`config.mk`:
```
export PLATFORM = sky130hd
export DESIGN_NAME = q16_stream_rx
export DESIGN_NICKNAME = d
export VERILOG_FILES = /design/src/rtl/q16_pkg.sv /design/src/rtl/q16_fwft_fifo.sv /design/src/rtl/q16_stream_rx.sv
export SDC_FILE = /design/constraint.sdc
export NUM_CORES = 1
export LEC_CHECK = 0
export BUFFER_PORTS_ARGS = -buffer_cell sky130_fd_sc_hd__buf_4
export CAP_MARGIN = 25
export CORE_MARGIN = 2
export CORE_UTILIZATION = 50
export CTS_BUF_LIST = sky130_fd_sc_hd__clkbuf_16
export DETAILED_ROUTE_END_ITERATION = 10
export PLACE_DENSITY = 0.84
export SLEW_MARGIN = 20
export SYNTH_ARGS = -nofsm -noshare
export SYNTH_HDL_FRONTEND = slang
export SYNTH_SLANG_ARGS = --single-unit
```
`constraint.sdc`:
```
create_clock -name clk -period 3 [get_ports clk]
set_input_delay 0.15 -clock clk [delete_from_list [all_inputs] [get_ports clk]]
set_output_delay 0.15 -clock clk [all_outputs]
set_load 0.01 [all_outputs]
```
`src/rtl/q16_pkg.sv`:
```
// rtl/q16_pkg.sv - shared widths, Q1.15 limits, FIFO entry type and conversion helper
package q16_pkg;

    localparam int Q16_W = 32;
    localparam int Q15_W = 16;

    localparam logic signed [Q15_W-1:0] Q15_MAX = 16'sh7FFF;
    localparam logic signed [Q15_W-1:0] Q15_MIN = 16'sh8000;

    // Q1.15 limits widened to the Q16.16 word for range comparison
    localparam logic signed [Q16_W-1:0] WIDE_MAX = 32'sd32767;
    localparam logic signed [Q16_W-1:0] WIDE_MIN = -32'sd32768;

    typedef struct packed {
        logic signed [Q15_W-1:0] data;
        logic                    sat;
    } q15_entry_t;

    // Halve (floor) then clamp into Q1.15, flagging any clamp
    function automatic q15_entry_t q16_to_q15(input logic signed [Q16_W-1:0] x);
        logic signed [Q16_W-1:0] s;
        q15_entry_t              e;
        s = x >>> 1;
        if (s > WIDE_MAX) begin
            e.data = Q15_MAX;
            e.sat  = 1'b1;
        end else if (s < WIDE_MIN) begin
            e.data = Q15_MIN;
            e.sat  = 1'b1;
        end else begin
            e.data = s[Q15_W-1:0];
            e.sat  = 1'b0;
        end
        return e;
    endfunction

endpackage

```
`src/rtl/q16_fwft_fifo.sv`:
```
// rtl/q16_fwft_fifo.sv - first-word-fall-through FIFO with wrap-bit full/empty decode
module q16_fwft_fifo
    import q16_pkg::*;
#(
    parameter int  DEPTH = 4,
    parameter type T     = q15_entry_t
) (
    input  logic clk,
    input  logic rst_n,
    input  logic push,
    input  T     push_data,
    input  logic pop,
    output T     head,
    output logic full,
    output logic empty
);

    localparam int AW = $clog2(DEPTH);

    logic [AW:0] wptr;
    logic [AW:0] rptr;
    T            mem [DEPTH];
    logic        do_push;
    logic        do_pop;

    // Same index with differing wrap bits means every slot is occupied
    assign empty   = (wptr == rptr);
    assign full    = (wptr[AW] != rptr[AW]) && (wptr[AW-1:0] == rptr[AW-1:0]);
    assign do_push = push && !full;
    assign do_pop  = pop && !empty;

    // Pointer update; reset discards anything buffered
    always_ff @(posedge clk or negedge rst_n) begin
        if (!rst_n) begin
            wptr <= '0;
            rptr <= '0;
        end else begin
            if (do_push) wptr <= wptr + 1'b1;
            if (do_pop)  rptr <= rptr + 1'b1;
        end
    end

    // Storage write; contents are left uninitialised on reset
    always_ff @(posedge clk) begin
        if (do_push) mem[wptr[AW-1:0]] <= push_data;
    end

    // Stale storage is never exposed: head reads as zero while empty
    assign head = empty ? T'('0) : mem[rptr[AW-1:0]];

endmodule

```
`src/rtl/q16_stream_rx.sv`:
```
// rtl/q16_stream_rx.sv - Q16.16 to Q1.15 stream converter with buffering and statistics
module q16_stream_rx
    import q16_pkg::*;
#(
    parameter int DEPTH = 4,
    parameter int CNT_W = 16
) (
    input  logic                    clk,
    input  logic                    rst_n,
    input  logic                    in_valid,
    output logic                    in_ready,
    input  logic signed [Q16_W-1:0] in_data,
    output logic                    out_valid,
    input  logic                    out_ready,
    output logic signed [Q15_W-1:0] out_data,
    input  logic                    clear_stats,
    output logic [CNT_W-1:0]        sample_count,
    output logic [CNT_W-1:0]        sat_count
);

    logic       running;
    logic       full;
    logic       empty;
    logic       push;
    logic       pop;
    q15_entry_t conv;
    q15_entry_t head;
    logic       unused_head_sat;

    // Holds in_ready low until the first edge after reset release
    always_ff @(posedge clk or negedge rst_n) begin
        if (!rst_n) running <= 1'b0;
        else        running <= 1'b1;
    end

    assign in_ready        = running && !full;
    assign push            = in_valid && in_ready;
    assign out_valid       = !empty;
    assign pop             = out_valid && out_ready;
    assign conv            = q16_to_q15(in_data);
    assign out_data        = head.data;
    assign unused_head_sat = head.sat;

    q16_fwft_fifo #(
        .DEPTH (DEPTH),
        .T     (q15_entry_t)
    ) u_fifo (
        .clk       (clk),
        .rst_n     (rst_n),
        .push      (push),
        .push_data (conv),
        .pop       (pop),
        .head      (head),
        .full      (full),
        .empty     (empty)
    );

    // Statistics: clear wins over counting, counters stick at all-ones
    always_ff @(posedge clk or negedge rst_n) begin
        if (!rst_n) begin
            sample_count <= '0;
            sat_count    <= '0;
        end else if (clear_stats) begin
            sample_count <= '0;
            sat_count    <= '0;
        end else if (push) begin
            if (sample_count != '1)
                sample_count <= sample_count + CNT_W'(1);
            if (conv.sat && (sat_count != '1))
                sat_count <= sat_count + CNT_W'(1);
        end
    end

endmodule

```
==> results.md <==
Hold path:
- The end point of the worst hold path is u_fifo.mem[2][16].
- The type of the most critical hold path is input port to flip-flop.
- The worst hold path stage count is 1.
- The startpoint identified for the worst hold timing path is in_data[31].

Floorplan:
- The die width is 102 µm.
- The die covers approximately 0.010 mm².
- The total core area is 0.00928 mm².
- The initial core utilization is 0.517.
- The number of core rows is 35.
- The die outline height is 102 µm.
- The number of primary I/O pins is 87.

Clock tree:
- For the worst-skew pair, the clock arrives at the later sink with an insertion delay of 0.35 ns.
- The register clock-pin slew on the reported worst setup and hold paths is approximately 0.080 ns.
- The tree built by TritonCTS fans out to about 100 sinks.
- The clock root buffer is clkbuf_16.
- The number of setup buffers added after CTS is 0.
- The CTS tree is done.
- The count of cells resized by post-cts repair is 0.
- After clock tree synthesis, the flow added hold-fix buffers numbering 1.
- CTS built an H-tree with a depth of 3.
- The buffer levels on the longest clock path is 2.
- Clock tree synthesis inserted a total of 9 buffers.

Timing:
- The count of final max-slew check failures came to 0.
- Setup repair after global routing left no endpoint under its margin.
- The number of hold violations in the final report is 0.
- Derived from the worst setup path, the maximum achievable clock frequency is 443 MHz.
- The worst hold slack is 0.0423 ns.
- The clock period could shrink to approximately 2.3 ns.
- On the final layout, the worst clock skew is 0.0121 ns.
- The worst pin sits at a relative slew slack of 0.574.
- The pin slew with the least headroom to its limit is 0.632 ns.
- The number of setup violations in the final report is 0.
- The final period utilization is 0.753.
- The total negative slack is 0 ns.
- After layout, the worst setup slack is 0.741 ns.

Placed design:
- Port buffering added 85 buffers.
- The setup slack after placement is 0.718 ns.
- At the end of routability-driven placement, the weighted congestion stood at 0.762.
- The placed instances occupy a cell area of 0.00561 mm².
- The HPWL reported at the end of detailed placement is 6870 µm.

Setup path:
- The worst setup path is captured at a flip-flop.
- For the worst setup path, the data required time is 3.06 ns.
- Along the worst path, the maximum fanout reaches 9.
- By startpoint and endpoint, the worst setup path is classified as flip-flop to flip-flop.
- Walking the worst path, the cells encountered are xor2_2 -> nor2_1 -> a21boi_0 -> and3_1 -> buf_4.
- The data arrival time of the critical path is around 2.3 ns.
- The cell with the biggest individual delay on the critical path is and3_1.
- The worst reg2reg path depth is 5.
- In this run the critical register-to-register path is captured at u_fifo.mem[0][14].
- The highest cell delay on the worst timing path is about 0.54 ns.
- STA classifies the critical path startpoint as a flip-flop.
- For flop-to-flop paths, the worst setup slack is ~0.74 ns.
- The startpoint of the worst register-to-register path is u_fifo.wptr[0].

GRT:
- The first global-routing pass estimated 15900 µm of wire.
- The initial antenna violation count is 0.
- The all-layer global routing usage is 0.203.
- The number of global-route vias before repair is 3212.
- Summed over all layers, the global routing overflow is 0.
- The largest net degree at the start of global routing is 40.

Cells and area:
- The storage element area is approximately 0.0029 mm².
- The number of antenna diodes is 0.
- The filler cells instantiated in the layout total 711.
- Summing all multi-input logic gate instances after layout gives about 0.0018 mm².
- The finished cells cover around 0.0059 mm².
- Relative to the synthesized area, the layout overhead comes to 23.5%.
- The fraction of layout cells with a size suffix above 1 is 0.316.
- After the last flow step, the layout net total stands at roughly 490.

Synthesis:
- The commonest cells after synthesis are 64 x edfxtp_1, 39 x dfrtp_1, 22 x nor2_1.
- By area the synthesized netlist is led by edfxtp_1 40%, dfrtp_1 20%, mux4_2 7.5%.
- Counting every instance in the synthesized netlist gives 359.
- The number of warnings issued by yosys is 0.
- The post-synthesis cell type count is 44.
- The number of enable flip-flop cells after synthesis is 64.
- The main flop type after synthesis is edfxtp_1.
- The net count after synthesis is ~400.
- The share of synthesized registers carrying an async set or reset is 0.379.
- The share of the Yosys chip area taken by registers is 0.604.
- Among all cell types in the netlist, the one instantiated most often is edfxtp_1.
- The register bit count reported by yosys is 103.
- The average instance area after synthesis is 13.4 µm².
- The synthesized netlist occupies a cell area of 0.00480 mm².
- The largest total area in the synthesized netlist belongs to edfxtp_1.
- Of the post-synthesis cell area, the dominant cell type holds 0.401.

Job:
- The number of max-capacitance violations reported is 0.

Pwr:
- The power per unit of standard cell area is 751 mW/mm².
- In this run the static leakage power is 0.00227 µW.
- The largest voltage drop on the vdd net is 364 µV.

Status:
- The run finished with clean final reports.

Detailed routing:
- The detail route stage leaves a number of antenna-violating nets equal to 0.
- The pre-antenna-repair detailed-routing pass consisted of 5 iterations.
- The post-route DRC violation count is 0.
- The iteration-0 DRC count of the detailed router is 118.
- Using the TritonRoute via totals, the vias-per-cell ratio works out to 5.65.
- The routed layout has ~3300 vias.
- For this block, the routed nets add up to 9980 µm of wire.
- The routed wire length per instance is 17.2 µm.
## cells by family (layout without fill, tap and decap cells)
kind of cell,Yosys count,after routing,share of synthesized area
AO/OA/AOI/OAI,55,55,0.0783
XOR/XNOR,21,21,0.0415
adder cells (fa/ha/maj),7,7,0.0183
buffers and inverters,25,119,0.0230
flip-flops,103,103,0.604
multiplexers,21,21,0.0866
other,1,1,0.000782
AND/OR/NAND/NOR,126,126,0.147
## cells in the final DEF, fill, tap and decap left out, types with 2 or more instances in the layout
cell type,n
nor3_1,4
nor4_1,11
inv_8,3
or4_1,3
xnor2_1,17
clkbuf_16,9
and2_1,2
a2111oi_0,2
nor2_1,22
nand2b_1,2
o31ai_1,4
dfrtp_1,39
a31o_2,4
xor2_1,2
nand4_1,14
ha_1,7
o21ai_0,8
inv_6,2
a21oi_1,15
edfxtp_1,64
buf_4,96
nand2_1,12
nor2b_1,18
nand3_1,14
and3_1,8
xor2_2,2
o21a_1,15
or3_1,6
mux4_2,16
inv_1,6
mux2_2,4
and4_1,6
## where the power goes
group / internal (µW) / switching [µW]
Combinational: 762 / 746
Clock: 595 / 571
Sequential: 1680 / 94.8
Total: 3040 / 1410
## worst max path at each step
stage	start	end	cells past startpoint	slack, ns
floorplan	u_fifo.rptr[1]	u_fifo.mem[3][10]	5	0.83
global placement	u_fifo.wptr[0]	u_fifo.mem[0][15]	5	0.85
detailed placement	u_fifo.wptr[1]	u_fifo.mem[0][14]	5	0.72
CTS	u_fifo.wptr[1]	u_fifo.mem[0][16]	5	0.68
global route	u_fifo.wptr[0]	u_fifo.mem[0][16]	5	0.47
finish	u_fifo.wptr[0]	u_fifo.mem[0][14]	5	0.74
## layer usage
metal | vias up | wire [µm] | GRT usage
li1 | 1550 | - | -
met1 | 1616 | 4160 | 0.264
met2 | 110 | 5100 | 0.342
met3 | 11 | 577 | 0.0383
met4 | 0 | 142 | 0.0749
met5 | - | 0 | 0
## area by class of cell
cell class | count | share of cell area
clock inverter | 7 | 0.0129
inverter | 6 | 0.00380
sequential | 103 | 0.489
tap | 129 | 0.0273
timing repair buffer | 97 | 0.123
multi-input combinational | 231 | 0.305
clock buffer | 9 | 0.0380
## metrics by stage
stage               utilization  instances  power, µW
finish                    0.638        582       4450
global route              0.638        582       4680
CTS                       0.638        582       4490
detailed placement        0.604        565       3340
global placement          0.604        565       3270
floorplan                     -        359       2700
## critical path: cells and delay by family (launching register included)
kind | cells | cell delay, ns
buffers and inverters | 1 | 0.28
flip-flops | 1 | 0.47
AO/OA/AOI/OAI | 1 | 0.37
XOR/XNOR | 1 | 0.24
AND/OR/NAND/NOR | 2 | 0.60
## registers in the layout (all words and copies together), names as in the netlist
| register | count |
|---|---|
| sat_count | 16 |
| sample_count | 16 |
| running | 1 |
| u_fifo.wptr | 3 |
| u_fifo.rptr | 3 |
| u_fifo.mem | 64 |
(Power assumes the default switching activity.)
